`config.mk`:
```
export PLATFORM = sky130hd
export DESIGN_NAME = instr_fetch_flat
export DESIGN_NICKNAME = d
export VERILOG_FILES = /design/src/rtl/fetch_pkg.sv /design/src/rtl/instr_fetch_if.sv /design/src/rtl/fetch_fifo.sv /design/src/rtl/instr_fetch.sv /design/src/flat_wrapper.sv
export SDC_FILE = /design/constraint.sdc
export NUM_CORES = 1
export LEC_CHECK = 0
export BUFFER_PORTS_ARGS = -buffer_cell sky130_fd_sc_hd__buf_2
export CORE_MARGIN = 3
export CORE_UTILIZATION = 40
export CTS_CLUSTER_DIAMETER = 30
export DETAILED_ROUTE_END_ITERATION = 8
export PLACE_DENSITY = 0.65
export SLEW_MARGIN = 30
export SYNTH_ARGS = -nofsm -noshare
export SYNTH_HDL_FRONTEND = slang
export SYNTH_SLANG_ARGS = --single-unit
```
`constraint.sdc`:
```
create_clock -name clk -period 6 [get_ports clk]
set_input_delay 0 -clock clk [delete_from_list [all_inputs] [get_ports clk]]
set_output_delay 0 -clock clk [all_outputs]
set_load 0.02 [all_outputs]
```
`src/rtl/fetch_pkg.sv`:
```
// Shared fetch/decode definitions: datapath widths, canonical NOP and the
// {pc, instr} entry carried through the fetch buffer.
package fetch_pkg;

    localparam int unsigned XLEN    = 32;
    localparam int unsigned INSTR_W = 32;

    // addi x0, x0, 0
    localparam logic [INSTR_W-1:0] RV_NOP = 32'h0000_0013;

    typedef struct packed {
        logic [XLEN-1:0]    pc;
        logic [INSTR_W-1:0] instr;
    } fetch_entry_t;

endpackage

```
`src/rtl/instr_fetch_if.sv`:
```
// Fetch-stage bus bundle: instruction memory port, redirect input and the
// valid/ready channel toward decode. master = fetch stage, slave = environment.
interface instr_fetch_if;
    import fetch_pkg::*;

    logic [XLEN-1:0]    imem_addr;
    logic [INSTR_W-1:0] imem_rdata;
    logic               redirect_valid;
    logic [XLEN-1:0]    redirect_pc;
    logic               if_valid;
    logic               if_ready;
    logic [INSTR_W-1:0] if_instr;
    logic [XLEN-1:0]    if_pc;

    modport master (
        output imem_addr,
        input  imem_rdata,
        input  redirect_valid,
        input  redirect_pc,
        output if_valid,
        input  if_ready,
        output if_instr,
        output if_pc
    );

    modport slave (
        input  imem_addr,
        output imem_rdata,
        output redirect_valid,
        output redirect_pc,
        input  if_valid,
        output if_ready,
        input  if_instr,
        input  if_pc
    );

endinterface

```
`src/rtl/fetch_fifo.sv`:
```
// Small synchronous FIFO of fetch entries with a synchronous flush that
// overrides push/pop. DEPTH must be a power of two, >= 2.
module fetch_fifo
    import fetch_pkg::*;
#(
    parameter int unsigned DEPTH = 2
) (
    input  logic         clk,
    input  logic         rst_n,
    input  logic         flush,
    input  logic         push,
    input  logic         pop,
    input  fetch_entry_t wdata,
    output fetch_entry_t rdata,
    output logic         full,
    output logic         empty
);

    localparam int unsigned PTR_W = $clog2(DEPTH);
    localparam int unsigned CNT_W = $clog2(DEPTH) + 1;

    fetch_entry_t     mem [DEPTH];
    logic [PTR_W-1:0] wr_ptr;
    logic [PTR_W-1:0] rd_ptr;
    logic [CNT_W-1:0] count;

    always_ff @(posedge clk) begin
        if (!rst_n || flush) begin
            wr_ptr <= '0;
            rd_ptr <= '0;
            count  <= '0;
        end else begin
            if (push) begin
                mem[wr_ptr] <= wdata;
                wr_ptr      <= wr_ptr + PTR_W'(1);
            end
            if (pop) begin
                rd_ptr <= rd_ptr + PTR_W'(1);
            end
            case ({push, pop})
                2'b10:   count <= count + CNT_W'(1);
                2'b01:   count <= count - CNT_W'(1);
                default: count <= count;
            endcase
        end
    end

    assign rdata = mem[rd_ptr];
    assign full  = (count == CNT_W'(DEPTH));
    assign empty = (count == '0);

endmodule

```
`src/rtl/instr_fetch.sv`:
```
// Fetch stage: PC register, next-PC selection and buffering of {pc, instr}
// pairs for decode. Define IF_PERF_CNT_EN to add fetch/stall counters.
module instr_fetch
    import fetch_pkg::*;
#(
    parameter logic [XLEN-1:0] RESET_PC   = 32'h0000_0000,
    parameter int unsigned     FIFO_DEPTH = 2
) (
    input  logic               clk,
    input  logic               rst_n,
    instr_fetch_if.master      bus
`ifdef IF_PERF_CNT_EN
    ,
    output logic [31:0]        fetch_cnt,
    output logic [31:0]        stall_cnt
`endif
);

    logic [XLEN-1:0] pc;
    logic            push;
    logic            pop;
    logic            full;
    logic            empty;
    fetch_entry_t    wr_entry;
    fetch_entry_t    head;

    assign bus.imem_addr = {2'b00, pc[XLEN-1:2]};

    // A pop during redirect is still acknowledged; the flush discards the entry.
    assign pop  = bus.if_valid && bus.if_ready;
    assign push = !bus.redirect_valid && (!full || pop);

    assign wr_entry.pc    = pc;
    assign wr_entry.instr = bus.imem_rdata;

    always_ff @(posedge clk) begin
        if (!rst_n) begin
            pc <= RESET_PC;
        end else if (bus.redirect_valid) begin
            pc <= {bus.redirect_pc[XLEN-1:2], 2'b00};
        end else if (push) begin
            pc <= pc + 32'd4;
        end
    end

    fetch_fifo #(
        .DEPTH (FIFO_DEPTH)
    ) u_fifo (
        .clk   (clk),
        .rst_n (rst_n),
        .flush (bus.redirect_valid),
        .push  (push),
        .pop   (pop),
        .wdata (wr_entry),
        .rdata (head),
        .full  (full),
        .empty (empty)
    );

    always_comb begin
        bus.if_valid = !empty;
        bus.if_instr = RV_NOP;
        bus.if_pc    = '0;
        if (!empty) begin
            bus.if_instr = head.instr;
            bus.if_pc    = head.pc;
        end
    end

`ifdef IF_PERF_CNT_EN
    always_ff @(posedge clk) begin
        if (!rst_n) begin
            fetch_cnt <= '0;
            stall_cnt <= '0;
        end else begin
            if (push) begin
                fetch_cnt <= fetch_cnt + 32'd1;
            end
            if (bus.if_valid && !bus.if_ready) begin
                stall_cnt <= stall_cnt + 32'd1;
            end
        end
    end
`endif

endmodule
```
`src/flat_wrapper.sv`:
```
// flat-port wrapper written by rule: the top's interface ports become plain ports
module instr_fetch_flat import fetch_pkg::*;
#(
    parameter logic [XLEN-1:0] RESET_PC   = 32'h0000_0000,
    parameter int unsigned     FIFO_DEPTH = 2
)
  (clk, rst_n, bus_imem_addr, bus_imem_rdata, bus_redirect_valid, bus_redirect_pc, bus_if_valid, bus_if_ready, bus_if_instr, bus_if_pc);
  instr_fetch_if bus_i ();
  input  logic clk;
  input  logic rst_n;
  output wire logic [$bits(bus_i.imem_addr)-1:0] bus_imem_addr;
  input wire logic [$bits(bus_i.imem_rdata)-1:0] bus_imem_rdata;
  input wire logic [$bits(bus_i.redirect_valid)-1:0] bus_redirect_valid;
  input wire logic [$bits(bus_i.redirect_pc)-1:0] bus_redirect_pc;
  output wire logic [$bits(bus_i.if_valid)-1:0] bus_if_valid;
  input wire logic [$bits(bus_i.if_ready)-1:0] bus_if_ready;
  output wire logic [$bits(bus_i.if_instr)-1:0] bus_if_instr;
  output wire logic [$bits(bus_i.if_pc)-1:0] bus_if_pc;
  assign bus_imem_addr = bus_i.imem_addr;
  assign bus_i.imem_rdata = bus_imem_rdata;
  assign bus_i.redirect_valid = bus_redirect_valid;
  assign bus_i.redirect_pc = bus_redirect_pc;
  assign bus_if_valid = bus_i.if_valid;
  assign bus_i.if_ready = bus_if_ready;
  assign bus_if_instr = bus_i.if_instr;
  assign bus_if_pc = bus_i.if_pc;
  instr_fetch #(.RESET_PC(RESET_PC), .FIFO_DEPTH(FIFO_DEPTH)) u_core (.clk(clk), .rst_n(rst_n), .bus(bus_i));
endmodule
```
==> results.yml <==
run_status:
  status: "finished clean"
placement:
  place.gp.congestion: 0.741
  place_area_um2: 7650
  place_ws_ns: 3.62
  hpwl_um: 9950
  port_buffers: 158
sta:
  rsz0062_at_grt: "false"
  tightest_slew_ns: 0.753
  fin_hold_ws_ns: 0.0161
  worst_clock_skew_ns: 0.00695
  hold_violations: 0
  setup_tns_ns: 0
  slew_headroom: 0.497
  drv_slew: 0
  worst_slack_ns: 3.16
  finalSetupViolCount: 0
  max_freq_ghz: 0.352
  fin_crit_ns: 2.84
  min_period_over_period: 0.473
detailed_routing:
  wl_per_cell_um: 16.4
  num_vias: 4884
  drt_pass1_iterations: 5
  wl_um: 15700
  drc: 0
  drt_iter0_drc: 197
  antenna_left: 0
  via_per_inst: 5.09
synth:
  synth_cells: 508
  yosysTopAreaCell: "edfxtp_1"
  syn_avg_cell_area_um2: 13.0
  synth_ff_type: "edfxtp_1"
  synth_edf_count: 124
  post-synth-top-area-fraction: 0.562
  yosys-top-cells-count: "edfxtp_1, nor2_1, mux2i_1"
  ys_seq_area_frac: 0.667
  synth.most_common_cell: "edfxtp_1"
  ys_warn_count: 0
  ys_types: 41
  synthArstFlopShare: 0
  synth_seq_cells: 159
  synth_area_leaders: "edfxtp_1, dfxtp_1, mux2i_1"
  synth_area_um2: 6630
cts:
  cts_tree: "yes"
  post_cts_buffers: 0
  cts-root-buf: "clkbuf_16"
  cts_buffers: 17
  clockBufferDepth: 2
  hold_buffers: 66
  clk_pin_slew_ns: 0.06
  cts_resized: 0
  clock_sinks: 159
  clk_latency_ns: 0.42
  htree_levels: 4
pwr:
  pwr-share-clk: 0.398
  p_int_mw: 1.95
  power.density_nw_per_um2: 287
  power_frac_seq: 0.500
  total_leakage_power_nw: 3.27
  comb_power_share: 0.102
  max-vdd-ir-drop_mv: 0.177
  swShare: 0.234
  switchingPower_uw: 596
min_path:
  worstHoldStart: "bus_if_ready"
  min_path_type: "in -> reg"
critical_path:
  crit_slowest_cell: "dlygate4sd3_1"
  crit_path_start_kind: "register"
  cp-startpoint: "u_core.u_fifo.count[0]"
  end_kind: "register"
  rrSetupSlack_ns: 3.16
  critPathMaxFanout: 22
  critPathBufInv: 1
  cp_data_arrival_time_ns: 3.20
  crit_chain: "or3b_1 -> nand4_2 -> or3_1 -> a211oi_1 -> dlygate4sd3_1"
  required_ns: 6.36
  cp_top_family: "simple AND/OR/NAND/NOR gates"
  crit_type: "reg -> reg"
  cp_slowest_stage_delay_ns: 0.57
  r2r-start: "u_core.u_fifo.count[0]"
floorplan:
  die_w_um: 135
  fp.dieH_um: 135
  initial_core_util: 0.413
  top_level_ports: 165
  fp-row-count: 46
  dieArea_um2: 18200
  core_area_um2: 16100
cells_and_area:
  syn_to_final_growth_pct: 33.8
  drive_gt1_frac: 0.271
  n_antenna_cell: 0
  fin_area_um2: 8870
  nNetsFinal: 800
  final_util: 0.552
grt:
  globalRoute.totalOverflow: 0
  grt_pass1_wl_um: 24700
  grt_pass1_vias: 4830
  grt_max_degree: 60
  grtUsageTotal: 0.174
  antenna_found_initial: 0
run:
  maxCapViolations: 0
-- layout make-up --
type	count	area, um2
well taps	216	270
inverters	6	22.5
fillers	1351	7190
clock inverters	13	123
clock buffers	19	433
multi-input cells	314	2060
flip-flops and latches	159	4430
repair buffers	232	1540
-- tightest hold or removal path: stages --
cell and delay (ns):
buf_2 0.09, nor3b_1 0.11, nand2_1 0.09, a311oi_1 0.08
-- path summary, 6_finish.rpt --
check | cells after the start | end
min reg2reg | 2 | register
max reg2reg | 5 | u_core.pc[30]
max | 5 | u_core.pc[30]
min | 4 | u_core.pc[3]
-- kinds of logic (layout without fill, tap and decap cells) --
group	after synthesis	after routing	share of synthesized area
AOI/OAI and AO/OA	70	70	0.0663
other	1	4	0.000566
DFF	159	159	0.667
muxes	63	63	0.0951
buffers and inverters	38	270	0.0268
xor gates and xnor gates	11	11	0.0145
and+or+nand+nor	164	164	0.126
adders and majority gates	2	2	0.00377
-- through the flow --
step                      total power, mW  std cells
final                                2.54        959
after global routing                 2.64        959
after CTS                            2.57        959
after detailed placement             1.52        861
after global placement               1.51        859
after floorplan                      1.43        511
-- layer usage --
metal | vias to the layer above | wire length (um) | track usage
li1 | 2347 | - | -
met1 | 2337 | 6780 | 0.217
met2 | 180 | 7750 | 0.299
met3 | 20 | 905 | 0.0343
met4 | 0 | 285 | 0.0656
met5 | - | 0 | 0
-- power by group through the flow --
| stage | Clock (mW) | Combinational (mW) | Sequential [mW] |
|---|---|---|---|
| floorplan | 0 | 0.123 | 1.31 |
| global placement | 0 | 0.218 | 1.30 |
| detailed placement | 0 | 0.228 | 1.30 |
| CTS | 1.03 | 0.262 | 1.27 |
| global route | 1.08 | 0.283 | 1.28 |
| finish | 1.01 | 0.260 | 1.27 |
-- flip-flops by register name, indices dropped and copies added (netlist names), named ones only --
register and cells:
u_core.u_fifo.rd_ptr 1, u_core.u_fifo.mem 124, u_core.pc 30, u_core.u_fifo.count 2
u_core.u_fifo.wr_ptr 1
-- cells in the final DEF (no fill, tap or decap), types with 12 or more instances in the layout --
cell           netlist  routed
buf_2                1     158
edfxtp_1           124     124
nor2_1              76      75
dlygate4sd3_1        0      66
mux2i_1             63      63
dfxtp_1             35      34
o21ai_0             28      28
nand2_1             19      19
clkbuf_16            0      17
a31oi_1             15      15
nand3_1             12      12
or4_1               12      12
o31ai_1             12      12
No activity file was read; power rests on OpenSTA's default activity.
